File: src/rtl/keypad_pkg.sv
// Shared types and helpers for the 4x4 keypad scanner: key indexing,
// debounce state encoding and the single-key snapshot evaluation.
package keypad_pkg;

  localparam int NUM_ROWS  = 4;
  localparam int NUM_COLS  = 4;
  localparam int NUM_KEYS  = NUM_ROWS * NUM_COLS;
  localparam int KEY_IDX_W = $clog2(NUM_KEYS);

  typedef enum logic [1:0] {
    IDLE         = 2'd0,
    PRESS_WAIT   = 2'd1,
    HELD         = 2'd2,
    RELEASE_WAIT = 2'd3
  } deb_state_e;

  // Key index is 4*column + row, so idx[1:0] is the row and idx[3:2] the column.
  typedef logic [KEY_IDX_W-1:0] key_idx_t;

  typedef struct packed {
    logic     valid;
    key_idx_t idx;
  } cand_t;

  localparam cand_t CAND_NONE = '{valid: 1'b0, idx: {KEY_IDX_W{1'b0}}};

  // Exactly one closed switch yields that key; zero or several (ghosting) yield none.
  function automatic cand_t eval_snapshot(input logic [NUM_KEYS-1:0] snap);
    cand_t      c;
    logic [4:0] count;
    c     = CAND_NONE;
    count = 5'd0;
    for (int k = 0; k < NUM_KEYS; k++) begin
      if (snap[k]) begin
        count = count + 5'd1;
        c.idx = key_idx_t'(k);
      end else begin
        count = count;
      end
    end
    if (count == 5'd1) begin
      c.valid = 1'b1;
    end else begin
      c = CAND_NONE;
    end
    return c;
  endfunction

endpackage

File: src/rtl/keypad_sync2.sv
// Two-flop synchronizer for the asynchronous keypad row returns.
module keypad_sync2 #(
  parameter int WIDTH = 4
) (
  input  logic             clk,
  input  logic             rst_n,
  input  logic [WIDTH-1:0] d_i,
  output logic [WIDTH-1:0] q_o
);

  logic [WIDTH-1:0] meta_q;
  logic [WIDTH-1:0] sync_q;

  // Metastability-settling flop chain.
  always_ff @(posedge clk or negedge rst_n) begin
    if (!rst_n) begin
      meta_q <= {WIDTH{1'b0}};
      sync_q <= {WIDTH{1'b0}};
    end else begin
      meta_q <= d_i;
      sync_q <= meta_q;
    end
  end

  assign q_o = sync_q;

endmodule

File: src/rtl/keypad_matrix_scanner.sv
// 4x4 keypad scanner: column strobing, row sampling, ghost rejection and
// debounced commit of a single key as one-hot row/column codes with pulses.
module keypad_matrix_scanner
  import keypad_pkg::*;
#(
  parameter int SCAN_DIV       = 16,
  parameter int DEBOUNCE_SCANS = 8
) (
  input  logic                clk,
  input  logic                rst_n,
  input  logic [NUM_ROWS-1:0] row_in,
  output logic [NUM_COLS-1:0] col_drv,
  output logic [NUM_ROWS-1:0] row_code,
  output logic [NUM_COLS-1:0] col_code,
  output logic                key_valid,
  output logic                key_press,
  output logic                key_release
);

  localparam int CNT_W = $clog2(SCAN_DIV);
  localparam int STB_W = $clog2(DEBOUNCE_SCANS + 1);
  localparam logic [CNT_W-1:0] CNT_LAST = CNT_W'(SCAN_DIV - 1);
  localparam logic [STB_W-1:0] STB_MAX  = STB_W'(DEBOUNCE_SCANS);
  localparam logic [1:0]       LAST_COL = 2'd3;

  logic [NUM_ROWS-1:0] row_sync_s;
  logic                slot_end_s;
  logic                scan_end_s;
  logic                settled_s;
  logic                commit_s;
  logic                clear_s;
  cand_t               cand_s;
  cand_t               held_s;

  logic [CNT_W-1:0]    cnt_q, cnt_d;
  logic [1:0]          col_q, col_d;
  logic [NUM_COLS-1:0] col_drv_q, col_drv_d;
  logic [NUM_KEYS-1:0] snap_q, snap_d;
  cand_t               prev_q, prev_d;
  logic [STB_W-1:0]    stable_q, stable_d;
  deb_state_e          state_q, state_d;
  key_idx_t            key_q, key_d;
  logic [NUM_ROWS-1:0] row_code_q, row_code_d;
  logic [NUM_COLS-1:0] col_code_q, col_code_d;
  logic                key_valid_q, key_valid_d;
  logic                key_press_q, key_press_d;
  logic                key_release_q, key_release_d;

  keypad_sync2 #(.WIDTH(NUM_ROWS)) u_sync (
    .clk   (clk),
    .rst_n (rst_n),
    .d_i   (row_in),
    .q_o   (row_sync_s)
  );

  // Slot counter, column rotation and per-column row capture.
  always_comb begin
    slot_end_s = (cnt_q == CNT_LAST);
    scan_end_s = slot_end_s && (col_q == LAST_COL);
    cnt_d      = cnt_q;
    col_d      = col_q;
    col_drv_d  = col_drv_q;
    snap_d     = snap_q;
    if (slot_end_s) begin
      cnt_d     = {CNT_W{1'b0}};
      col_d     = col_q + 2'd1;
      col_drv_d = {col_drv_q[NUM_COLS-2:0], col_drv_q[NUM_COLS-1]};
      snap_d[{col_q, 2'b00} +: NUM_ROWS] = row_sync_s;
    end else begin
      cnt_d = cnt_q + CNT_W'(1);
    end
  end

  // The evaluation sees this scan's column-3 capture, hence snap_d rather than snap_q.
  always_comb begin
    cand_s = eval_snapshot(snap_d);
    held_s = '{valid: 1'b1, idx: key_q};
  end

  // Stability tracking and debounce FSM; commits land in the registers at scan end.
  always_comb begin
    state_d       = state_q;
    prev_d        = prev_q;
    stable_d      = stable_q;
    key_d         = key_q;
    row_code_d    = row_code_q;
    col_code_d    = col_code_q;
    key_valid_d   = key_valid_q;
    key_press_d   = 1'b0;
    key_release_d = 1'b0;
    settled_s     = 1'b0;
    commit_s      = 1'b0;
    clear_s       = 1'b0;
    if (scan_end_s) begin
      prev_d = cand_s;
      if (cand_s != prev_q) begin
        stable_d = STB_W'(1);
      end else if (stable_q != STB_MAX) begin
        stable_d = stable_q + STB_W'(1);
      end else begin
        stable_d = stable_q;
      end
      settled_s = (stable_d == STB_MAX);
      case (state_q)
        IDLE: begin
          if (cand_s.valid) state_d = PRESS_WAIT;
          else              state_d = IDLE;
        end
        PRESS_WAIT: begin
          if (!cand_s.valid) begin
            state_d = IDLE;
          end else if (settled_s) begin
            commit_s = 1'b1;
            state_d  = HELD;
          end else begin
            state_d = PRESS_WAIT;
          end
        end
        HELD: begin
          if (cand_s != held_s) state_d = RELEASE_WAIT;
          else                  state_d = HELD;
        end
        RELEASE_WAIT: begin
          if (cand_s == held_s) begin
            state_d = HELD;
          end else if (settled_s && cand_s.valid) begin
            commit_s = 1'b1;
            state_d  = HELD;
          end else if (settled_s) begin
            clear_s = 1'b1;
            state_d = IDLE;
          end else begin
            state_d = RELEASE_WAIT;
          end
        end
        default: state_d = IDLE;
      endcase
      if (commit_s) begin
        key_d       = cand_s.idx;
        row_code_d  = 4'b0001 << cand_s.idx[1:0];
        col_code_d  = 4'b0001 << cand_s.idx[3:2];
        key_valid_d = 1'b1;
        key_press_d = 1'b1;
      end else if (clear_s) begin
        key_d         = {KEY_IDX_W{1'b0}};
        row_code_d    = 4'b0000;
        col_code_d    = 4'b0000;
        key_valid_d   = 1'b0;
        key_release_d = 1'b1;
      end else begin
        key_d = key_q;
      end
    end else begin
      state_d = state_q;
    end
  end

  // State and output registers.
  always_ff @(posedge clk or negedge rst_n) begin
    if (!rst_n) begin
      cnt_q         <= {CNT_W{1'b0}};
      col_q         <= 2'd0;
      col_drv_q     <= 4'b0001;
      snap_q        <= {NUM_KEYS{1'b0}};
      prev_q        <= CAND_NONE;
      stable_q      <= {STB_W{1'b0}};
      state_q       <= IDLE;
      key_q         <= {KEY_IDX_W{1'b0}};
      row_code_q    <= 4'b0000;
      col_code_q    <= 4'b0000;
      key_valid_q   <= 1'b0;
      key_press_q   <= 1'b0;
      key_release_q <= 1'b0;
    end else begin
      cnt_q         <= cnt_d;
      col_q         <= col_d;
      col_drv_q     <= col_drv_d;
      snap_q        <= snap_d;
      prev_q        <= prev_d;
      stable_q      <= stable_d;
      state_q       <= state_d;
      key_q         <= key_d;
      row_code_q    <= row_code_d;
      col_code_q    <= col_code_d;
      key_valid_q   <= key_valid_d;
      key_press_q   <= key_press_d;
      key_release_q <= key_release_d;
    end
  end

  assign col_drv     = col_drv_q;
  assign row_code    = row_code_q;
  assign col_code    = col_code_q;
  assign key_valid   = key_valid_q;
  assign key_press   = key_press_q;
  assign key_release = key_release_q;

endmodule
File: config.mk
export PLATFORM = sky130hd
export DESIGN_NAME = keypad_matrix_scanner
export DESIGN_NICKNAME = d
export VERILOG_FILES = /design/src/rtl/keypad_pkg.sv /design/src/rtl/keypad_sync2.sv /design/src/rtl/keypad_matrix_scanner.sv
export SDC_FILE = /design/constraint.sdc
export NUM_CORES = 1
export LEC_CHECK = 0
export BUFFER_PORTS_ARGS = -buffer_cell sky130_fd_sc_hd__buf_2
export CORE_ASPECT_RATIO = 0.8
export CORE_UTILIZATION = 30
export DETAILED_ROUTE_END_ITERATION = 10
export GPL_TIMING_DRIVEN = 1
export PLACE_DENSITY = 0.46
export SYNTH_ARGS = -nofsm -noshare
export SYNTH_HDL_FRONTEND = slang
export SYNTH_SLANG_ARGS = --single-unit
File: constraint.sdc
create_clock -name clk -period 9.2 [get_ports clk]
set_input_delay 0.46 -clock clk [delete_from_list [all_inputs] [get_ports clk]]
set_output_delay 0.46 -clock clk [all_outputs]
set_load 0.02 [all_outputs]
# Yosys cells after proc, flatten, opt, wreduce, memory -nomap -nowiden
# Cells that the tools add are included.
[totals]
output_inout_bits = 15
ff_bits = 60
input_bits = 6
[classes]
addsub = 19
shifts = 4
n_eq_ne = 11
reduce_logical = 5
n_mux = 68
[op_table]
columns = ["op", "count"]
rows = [
  ["$mux 4", 23],
  ["$add 5x1->5 const B", 15],
  ["$mux 5", 15],
  ["$mux 1", 21],
  ["$bwmux 16", 1],
  ["$mux 16", 1],
  ["$shift 4x6->16 const A", 1],
  ["$shiftx 4x6->16", 1],
  ["$mux 2", 5],
  ["$ne 5x5->1", 2],
  ["$add 4x1->4 const B", 2],
  ["$eq 4x4->1 const B", 2],
  ["$pmux 2 s4", 1],
  ["$shl 1x2->4 const A", 2],
  ["$eq 2x2->1 const B", 3],
  ["$neg 4->6", 1],
  ["$eq 5x1->1 const B", 1],
  ["$eq 5x5->1", 1],
  ["$ne 4x4->1 const B", 1],
  ["$add 2x1->2 const B", 1],
  ["$eq 2x1->1 const B", 1],
  ["$logic_and 1x1->1", 2],
  ["$logic_not 2->1", 1],
  ["$pmux 1 s2", 1],
  ["other kinds (2)", 2],
]

# Depth between registers and ports, before layout
# Gate-level depths: netlist of run 1.
[logic_depth]
ltp_word = 49
ltp_mapped = 60

# Modules after synthesis
# Synthesis of run 1 repeated with hierarchy kept, for this count alone.
[hier_totals]
hier_cells = 468
area_unflattened_um2 = 4300.4
[by_module_without_submodules]
columns = ["mod", "area_per_inst_um2", "seq_area_each_um2", "instances", "cells_each"]
rows = [
  ["keypad_matrix_scanner", 4100.2, 1302.5, 1, 460],
  ["keypad_sync2", 200.2, 200.2, 1, 8],
]

# Least setup slack after synthesis of run 1
# OpenSTA, ideal clock, no wires.
[synth_timing]
kind = "register to register"
start = "reg col_q[0]"
end = "reg state_q[1]"
t_arrival_ns = 9.963
n_path_buf = 2
period_less_slack_ns = 10.090
slack_ns = -0.890
required_ns = 9.073
stages_incl_launch_ff = 57
setup_time_ns = 0.127
path_cell_list = "dfrtp_1 -> buf_2 -> inv_1 -> ha_1 -> buf_2 -> nor2_1 -> nand2_1 -> o21a_1 -> ha_1 -> xor2_1 -> ha_1 -> nand2_1 -> nand2_1 -> ha_1 -> nor2_1 -> a31oi_1 -> ha_1 -> inv_1 -> [21 not listed] -> ha_1 -> nand2_1 -> nand2_1 -> ha_1 -> o21ai_1 -> inv_1 -> ha_1 -> nand2_1 -> o21ai_0 -> ha_1 -> nand2_1 -> xnor2_1 -> xnor2_1 -> a21oi_1 -> nand3_1 -> or3_1 -> a21bo_1 -> mux2_1"
[synth_between]
elab_chain_cells = 45
word_cells_on_any_way = 68
cone_classes = "add/sub (16); eq/ne (5); shift (2); mux (43); reduce/logical (2)"
[synth_rtl]
columns = ["element", "line", "text"]
rows = [
  ["start, declared", "keypad_matrix_scanner.sv:36", "logic [1:0] col_q, col_d;"],
  ["start signal, assigned", "keypad_matrix_scanner.sv:176", "col_q <= col_d;"],
  ["$neg 4->6", "keypad_matrix_scanner.sv:68", "snap_d[{col_q, 2'b00} +: NUM_ROWS] = row_sync_s;"],
  ["$shiftx 4x6->16 / $shift 4x6->16 (equally long branches)", "keypad_matrix_scanner.sv:68", ""],
  ["$bwmux 16", "keypad_matrix_scanner.sv:68", ""],
  ["$mux 16", "keypad_matrix_scanner.sv:64", "if (slot_end_s) begin"],
  ["$mux 1", "keypad_pkg.sv:34", "if (snap[k]) begin"],
  ["$add 5x1->5", "keypad_pkg.sv:35", "count = count + 5'd1;"],
  ["$mux 5", "keypad_pkg.sv:34", ""],
  ["$add 5x1->5", "keypad_pkg.sv:35", ""],
  ["[29 not listed]", "-", ""],
  ["$ne 5x5->1", "keypad_matrix_scanner.sv:96", "if (cand_s != prev_q) begin"],
  ["$mux 4", "keypad_matrix_scanner.sv:96", ""],
  ["$mux 4", "keypad_matrix_scanner.sv:94", "if (scan_end_s) begin"],
  ["$eq 4x4->1", "keypad_matrix_scanner.sv:103", "settled_s = (stable_d == STB_MAX);"],
  ["$mux 2 / $logic_and 1x1->1 (equally long branches)", "keypad_matrix_scanner.sv:129, keypad_matrix_scanner.sv:126", ""],
  ["$mux 2", "keypad_matrix_scanner.sv:126", "end else if (settled_s && cand_s.valid) begin"],
  ["$mux 2", "keypad_matrix_scanner.sv:124", "if (cand_s == held_s) begin"],
  ["$pmux 2 s4", "keypad_matrix_scanner.sv:104", "case (state_q)"],
  ["end signal, assigned", "keypad_matrix_scanner.sv:181", "state_q <= state_d;"],
  ["end, declared", "keypad_matrix_scanner.sv:41", "deb_state_e state_q, state_d;"],
]
# Parallel ways exist; a longest one is shown, timed or not. The select of a mux whose other input is x is not followed.
# A chain may end at the register's enable or synchronous reset.

# Final worst setup path of run 1
[layout_timing]
start = "reg col_q[0]"
end = "reg col_code_q[2], in the netlist col_code[2]"
[layout_between]
elab_chain_cells = 48
word_cells_on_any_way = 76
cone_classes = "add/sub (16); eq/ne (5); shift (3); mux (48); reduce/logical (4)"
[layout_rtl]
columns = ["element", "line", "text"]
rows = [
  ["$neg 4->6", "keypad_matrix_scanner.sv:68", ""],
  ["$shiftx 4x6->16 / $shift 4x6->16 (equally long branches)", "keypad_matrix_scanner.sv:68", ""],
  ["$bwmux 16", "keypad_matrix_scanner.sv:68", ""],
  ["$mux 16", "keypad_matrix_scanner.sv:64", ""],
  ["$mux 1", "keypad_pkg.sv:34", ""],
  ["$add 5x1->5", "keypad_pkg.sv:35", ""],
  ["$mux 5", "keypad_pkg.sv:34", ""],
  ["$add 5x1->5", "keypad_pkg.sv:35", ""],
  ["[32 not listed]", "-", ""],
  ["$eq 4x4->1", "keypad_matrix_scanner.sv:103", ""],
  ["$logic_and 1x1->1 / $mux 1 (equally long branches)", "keypad_matrix_scanner.sv:126, keypad_matrix_scanner.sv:112, keypad_matrix_scanner.sv:129", ""],
  ["$mux 1", "keypad_matrix_scanner.sv:126", ""],
  ["$mux 1", "keypad_matrix_scanner.sv:124", ""],
  ["$pmux 1 s2 / $mux 1 (equally long branches)", "keypad_matrix_scanner.sv:104", ""],
  ["$mux 1", "keypad_matrix_scanner.sv:94", ""],
  ["$reduce_bool 2->1 (no line)", "-", ""],
  ["$reduce_and 2->1 (no line)", "-", ""],
  ["end signal, assigned", "keypad_matrix_scanner.sv:184", "col_code_q <= col_code_d;"],
  ["end, declared", "keypad_matrix_scanner.sv:44", "logic [NUM_COLS-1:0] col_code_q, col_code_d;"],
]
# Parallel ways exist; a longest one is shown, timed or not. The select of a mux whose other input is x is not followed.

==> flow_summary_export.csv, run 1 <==
group,metric,value,unit
synthesis,avgSynthCellArea,9.079,um^2
detailed_routing,ant_nets,0,
placed_design,gp_congestion,0.7711,
final_layout,area_delta_synth_final,29.39,%
synthesis,async_flop_share,100.0,%
timing,timing.slew.headroom,43.11,%
detailed_routing,drc,1,
critical_path,path_common_cell,"ha_4",
final_layout,layout_common_cells,"nand2_1 (74), dfrtp_1 (59), buf_4 (58)",
clock_network,cts_sinks,60,
synthesis,synth_simple_gate_area_share,22.99,%
timing,period_minus_slack,9.267,ns
clock_network,htreeDepth,3,
critical_path,required,9.47,ns
clock_network,cts_made_buffers,9,
detailed_routing,drt_iter0_drc,175,
floorplan,die_h,115.7,um
critical_path,crit_arrival,9.54,ns
detailed_routing,routed_wl,12.03,mm
outcome,outcome,"finished, violations left",
timing,max_freq,107.9,MHz
global_routing,antenna_found_initial,0,
synthesis,synth_edf_count,0,
synthesis,synth_top_family_by_area,"simple AND/OR/NAND/NOR gates",
critical_path,worstRegToRegCells,56,
critical_path,start_kind,"flip-flop",
final_layout,fill_cells,1640,
synthesis,ys_seq_elements,60,
critical_path,reg2reg_slack,-0.07,ns
timing,slew_viol_final,0,
clock_network,clk_path_buf_depth,2,
critical_path,cp_slowest_cell,"dfrtp_1",
clock_network,cts_hold_buf,0,
power_and_ir_drop,power_density,213.8,mW/mm^2
timing,hold_violations,0,
run,maxCapViolCount,0,
critical_path,crit_path_start,"col_q[0]$_DFFE_PN0N_",
critical_path,cp-end-kind,"flip-flop",
critical_path,r2r-start,"col_q[0]$_DFFE_PN0N_",
placed_design,place_hpwl,9.053,mm
timing,period_share,100.7,%
final_layout,drive_gt1_share,31.37,%
floorplan,pin_count,21,
synthesis,synth.distinct_cells,77,
critical_path,crit_type,"reg -> reg",
critical_path,slowest_delay,0.41,ns
synthesis,synth_warnings,0,
detailed_routing,vias_per_cell,4.890,
global_routing,track_usage,15.81,%
power_and_ir_drop,peakVddDrop,0.0001049,V
floorplan,core,0.01580,mm^2
synthesis,synth_compound_area_share,15.79,%
hold_path,hold_path_class,"in -> reg",
timing,fin_ws,-0.06741,ns
global_routing,grt_pass1_wl,20.67,mm
detailed_routing,vias,4044,
floorplan,die_w,144.1,um
clock_network,cts_tree,"yes",
floorplan,start_util,30.69,%
synthesis,ys_seq_area_share,30.99,%
clock_network,clock_latency,0.33,ns
outcome,violations,"design-rule violations, negative setup slack",
floorplan,die-area,0.01668,mm^2
global_routing,grt_max_degree,61,
critical_path,reg2reg_to,"col_code[2]$_DFFE_PN0P_",
clock_network,cts_root_buf,"clkbuf_16",
synthesis,netlist_instances,534,
global_routing,overflow,0,
placed_design,numPortBuffers,20,
clock_network,clk_pin_slew,0.06,ns
power_and_ir_drop,total_power,1.341,mW
synthesis,synthXorXnorAreaFrac,14.66,%
critical_path,critPathMaxFanout,6,
synthesis,synth_flop_cell,"dfrtp_1",
global_routing,grt_pass1_vias,4061,
floorplan,rows,41,
final_layout,antenna_cells,0,
power_and_ir_drop,leakagePower,2.730,nW
timing,setup_viol,12,
final_layout,layout_commonest_cell,"nand2_1",
timing,rsz0062_at_grt,"true",
synthesis,muxShareOfSynthArea,5.342,%
final_layout,fin_nets,635,
timing,skew,0.01026,ns
synthesis,yosys.area_share.adder,5.677,%
timing,worst_pin_slew,0.8469,ns
synthesis,syn-cell-area,0.004848,mm^2
critical_path,crit_end,"col_code[2]$_DFFE_PN0P_",
placed_design,dp_slack,-0.2347,ns
synthesis,synth_fp_nets,562,
detailed_routing,first_pass_iters,7,
detailed_routing,wl_per_cell,14.54,um
metal layers:
layer	track usage (%)	up-vias	routed length [um]
met5	0	-	0
met4	4.140	0	96
met3	2.686	7	307
met2	23.61	52	4980
met1	23.42	1935	6641
li1	-	2050	-
registers in the layout (all words and copies together), names as in the netlist:
register	cells
key_press	1
key_q	4
col_code	4
snap_q	16
row_code	4
key_valid	1
col_drv	4
u_sync.q_o	4
col_q	2
state_q	2
stable_q	4
prev_q	5
cnt_q	4
u_sync.meta_q	4
key_release	1
Yosys cell counts, types with 5 or more instances:
cell type / n / area, um^2
nand4_1: 6 / 37.54
nand4b_1: 5 / 43.79
mux2i_1: 11 / 110.1
or3_1: 5 / 31.28
xnor2_1: 28 / 245.2
dfrtp_1: 59 / 1476
and4b_1: 5 / 50.05
nand2_1: 80 / 300.3
o21ai_0: 20 / 100.1
mux2_2: 5 / 56.30
o31ai_1: 6 / 45.04
a22o_1: 6 / 52.55
clkbuf_1: 8 / 30.03
buf_2: 5 / 25.02
ha_1: 22 / 275.3
nor3_1: 9 / 45.04
inv_1: 28 / 105.1
buf_4: 5 / 37.54
a32o_1: 5 / 50.05
xnor2_2: 5 / 81.33
and2_1: 8 / 50.05
a21oi_1: 24 / 120.1
o21a_1: 5 / 37.54
nor2_1: 35 / 131.4
nand3_1: 22 / 110.1
nor3b_1: 5 / 37.54
and3_1: 8 / 50.05
xor2_1: 13 / 113.9
o211ai_1: 7 / 52.55
stage by stage:
| stage | hold slack [ns] | instances | instance area [um^2] | TNS [ns] | utilization, % |
|---|---|---|---|---|---|
| floorplan | 0.1644 | 534 | 5040 | -3.600 | - |
| global placement | 0.3352 | 797 | 5643 | -0.4743 | 35.71 |
| detailed placement | 0.3347 | 797 | 5643 | -3.494 | 35.71 |
| CTS | 0.2227 | 821 | 6095 | -2.743 | 38.57 |
| global route | 0.2249 | 827 | 6274 | -11.22 | 39.71 |
| finish | 0.2344 | 827 | 6274 | -0.6275 | 39.71 |
cell type report:
type / count / area (um^2) / area share, %
Clock buffer: 10 / 239.0 / 3.809
Clock inverter: 6 / 86.33 / 1.376
Inverter: 30 / 117.6 / 1.875
Multi-Input combinational cell: 424 / 3478 / 55.44
Sequential cell: 60 / 1503 / 23.95
Tap cell: 215 / 269.0 / 4.288
Timing Repair Buffer: 82 / 580.6 / 9.254
report_power, final:
| group | switching (mW) | internal [mW] | total [mW] |
|---|---|---|---|
| clock network | 0.126 | 0.244 | 0.370 |
| logic | 0.352 | 0.346 | 0.698 |
| registers | 0.00449 | 0.269 | 0.273 |
| total | 0.483 | 0.858 | 1.34 |
worst max-delay path, delay by kind of cell, from the launching register on:
family	cells	cell delay, ns
adders and majority gates	15	3.60
xor gates and xnor gates	2	0.31
DFF	1	0.41
AOI/OAI and AO/OA	15	2.19
buffers and inverters	5	0.38
muxes	3	0.82
and+or+nand+nor	16	1.45
kinds of logic after synthesis:
logic type               count (synthesis)
AND/OR/NAND/NOR                        214
AO/OA/AOI/OAI                          109
flip-flops                              60
XOR/XNOR                                57
buffers and inverters                   50
multiplexers                            22
adder cells (fa/ha/maj)                 22
worst min-delay path by stage:
stage / startpoint / endpoint / slack (ns) / cells past startpoint
3_3_place_gp: u_sync.meta_q[1]$_DFF_PN0_ / u_sync.q_o[1]$_DFF_PN0_ / 0.34 / 0
5_1_grt: row_in[2] / u_sync.meta_q[2]$_DFF_PN0_ / 0.22 / 1
3_5_place_dp: u_sync.meta_q[1]$_DFF_PN0_ / u_sync.q_o[1]$_DFF_PN0_ / 0.33 / 0
6_report: row_in[0] / u_sync.meta_q[0]$_DFF_PN0_ / 0.23 / 1
2_1_floorplan: rst_n / cnt_q[0]$_DFF_PN0_ / 0.16 / 0
4_1_cts: row_in[0] / u_sync.meta_q[0]$_DFF_PN0_ / 0.22 / 1
what timing repair did:
action	CTS	global route
cloned	1	0
pin swaps	12	18
setup endpoints to repair	25	26
gates resized for setup	18	29
buffers inserted	7	6
No activity file was read; power rests on OpenSTA's default activity.
==> run 2: changes to the inputs <==
--- a/config.mk
+++ b/config.mk
@@ -10,7 +10,7 @@
 export CORE_UTILIZATION = 30
 export DETAILED_ROUTE_END_ITERATION = 10
 export GPL_TIMING_DRIVEN = 1
-export PLACE_DENSITY = 0.46
+export PLACE_DENSITY = 0.45
 export SYNTH_ARGS = -nofsm -noshare
 export SYNTH_HDL_FRONTEND = slang
 export SYNTH_SLANG_ARGS = --single-unit
==> constraint.sdc (replaced) <==
create_clock -name clk -period 9.8 [get_ports clk]
set_input_delay 0.49 -clock clk [delete_from_list [all_inputs] [get_ports clk]]
set_output_delay 0.49 -clock clk [all_outputs]
set_load 0.02 [all_outputs]
==> run 2 against run 1 <==
The flow now finishes without violations; sequential cell count unchanged; via count decreased by 1.9%; combinational power decreased by 15%; die area unchanged; register-to-register slack improved by 0.16 ns; global-route usage decreased by 0.77 points; core utilization decreased by 1.3 points; critical path type unchanged; cell area decreased by 3.4%; total power decreased by 9.1%; sequential power decreased by 6%; first-iteration DRC count decreased by 15%.
==> flow_summary_export.csv, run 2 (same netlist as run 1, synthesis figures left out) <==
group,metric,value,unit
outcome,outcome,"finished clean",
clock_network,cts_made_buffers,9,
clock_network,clk_path_buf_depth,2,
clock_network,clock_latency,0.33,ns
final_layout,drive_gt1_share,27.26,%
placed_design,place_area,0.005315,mm^2
final_layout,fill_cells,1641,
placed_design,dp.cells,769,
critical_path,slowest_delay,0.40,ns
final_layout,top_register,"snap_q",
detailed_routing,ant_nets,0,
global_routing,grt_max_degree,61,
detailed_routing,wl_per_cell,14.80,um
critical_path,crit_arrival,9.93,ns
critical_path,cp-end-kind,"flip-flop",
floorplan,pin_count,21,
timing,period_minus_slack,9.711,ns
timing,fin_ws,0.08900,ns
final_layout,fin_cells,802,
detailed_routing,drc,0,
final_layout,layout_common_cells,"nand2_1 (75), dfrtp_1 (59), buf_4 (33)",
critical_path,start_kind,"flip-flop",
power_and_ir_drop,total_power,1.219,mW
floorplan,core,0.01580,mm^2
floorplan,die-area,0.01668,mm^2
global_routing,antenna_found_initial,0,
final_layout,layout_commonest_cell,"nand2_1",
timing,rsz0062_at_grt,"true",
detailed_routing,vias_per_cell,4.945,
power_and_ir_drop,leakagePower,2.608,nW
global_routing,overflow,0,
critical_path,path_common_cell,"ha_4",
clock_network,clk_pin_slew,0.06,ns
global_routing,grt_pass1_vias,3803,
global_routing,track_usage,15.05,%
clock_network,cts_tree,"yes",
placed_design,gp_congestion,0.8057,
timing,setup_viol,0,
timing,skew,0.01010,ns
critical_path,crit_type,"reg -> reg",
power_and_ir_drop,power_density,201.1,mW/mm^2
timing,hold_violations,0,
floorplan,die_h,115.7,um
detailed_routing,first_pass_iters,5,
clock_network,htreeDepth,3,
critical_path,critPathMaxFanout,4,
floorplan,rows,41,
critical_path,required,10.01,ns
floorplan,die_w,144.1,um
final_layout,largest_register_ffs,16,
timing,worst_pin_slew,0.8483,ns
placed_design,place_hpwl,8.681,mm
final_layout,final_area,0.006063,mm^2
clock_network,cts_sinks,60,
placed_design,dp_slack,-0.1615,ns
timing,timing.slew.headroom,43.01,%
run,maxCapViolCount,0,
detailed_routing,drt_iter0_drc,149,
detailed_routing,vias,3966,
final_layout,antenna_cells,0,
final_layout,fin_nets,610,
global_routing,grt_pass1_wl,19.67,mm
clock_network,cts_hold_buf,0,
final_layout,area_delta_synth_final,25.06,%
timing,period_share,99.09,%
hold_path,hold_path_class,"in -> reg",
timing,slew_viol_final,0,
clock_network,cts_root_buf,"clkbuf_16",
power_and_ir_drop,peakVddDrop,0.00008697,V
critical_path,cp_slowest_cell,"dfrtp_1",
detailed_routing,routed_wl,11.87,mm
placed_design,numPortBuffers,20,
final_layout,top_regs,"snap_q (16), prev_q (5)",
floorplan,start_util,30.69,%
timing,max_freq,103.0,MHz
## run 2: cell count changes in the layout (fill, tap and decap cells not counted), moves of 2 or more
cell,previous run,this run
clkinv_2,2,0
ha_2,3,1
buf_4,58,33
o31ai_2,0,3
o31ai_4,2,0
## run 2: worst paths after layout
| kind | from | endpoint | slack (ns) | depth (start not counted) |
|---|---|---|---|---|
| max in group asynchronous | rst_n | col_q[0]$_DFFE_PN0N_ | 8.94 | 2 |
| min in group asynchronous | rst_n | stable_q[0]$_DFFE_PN0P_ | 0.32 | 2 |
| min | row_in[3] | u_sync.meta_q[3]$_DFF_PN0_ | 0.27 | 1 |
| min reg2reg | u_sync.meta_q[2]$_DFF_PN0_ | u_sync.q_o[2]$_DFF_PN0_ | 0.35 | 0 |
| max | col_q[1]$_DFFE_PN0N_ | state_q[1]$_DFFE_PN0P_ | 0.09 | 57 |
| max reg2reg | col_q[1]$_DFFE_PN0N_ | state_q[1]$_DFFE_PN0P_ | 0.09 | 57 |
## run 2: layout make-up
cell class | instances | area (um^2) | area share (%)
Clock buffer | 9 | 225.2 | 3.714
Timing Repair Buffer | 57 | 401.6 | 6.624
Tap cell | 215 | 269.0 | 4.437
Sequential cell | 60 | 1503 | 24.78
Multi-Input combinational cell | 424 | 3428 | 56.54
Clock inverter | 7 | 123.9 | 2.043
Inverter | 30 | 112.6 | 1.857
## run 2: metal layers
layer | global-route usage (%) | part of all wire, % | vias to the layer above
li1 | - | - | 2000
met3 | 1.777 | 1.6 | 13
met1 | 22.47 | 55 | 1914
met2 | 22.35 | 42 | 39
met4 | 5.053 | 1.2 | 0
met5 | 0 | 0 | -
## run 2: critical path: cells and delay by family (launching register included)
| family | cells | cell delay, ns |
|---|---|---|
| flops | 1 | 0.40 |
| mux | 4 | 1.12 |
| simple gates | 16 | 1.33 |
| fa+ha+maj | 15 | 3.81 |
| xor+xnor | 2 | 0.28 |
| buf+inv | 6 | 0.67 |
| compound gates | 14 | 1.99 |
## run 2: per-stage QoR
step                hold WS (ns)  utilization [%]  setup TNS [ns]
finish                    0.2718            38.38               0
CTS                       0.2595            36.21               0
floorplan                 0.1944                -               0
global placement          0.3328            33.64               0
detailed placement        0.3363            33.64          -1.529
global route              0.2605            38.38          -8.864
## run 2: what timing repair did
item,in CTS,in global routing
pin swaps,2,31
buffers inserted,2,15
endpoints found under the setup margin,12,26
resized for setup,7,45
## run 2: power by group
part           switching (mW)  internal, mW  total (mW)  leakage, nW
combinational           0.308         0.282       0.590         1.67
clock                   0.123         0.250       0.373        0.166
sequential            0.00448         0.252       0.257        0.774
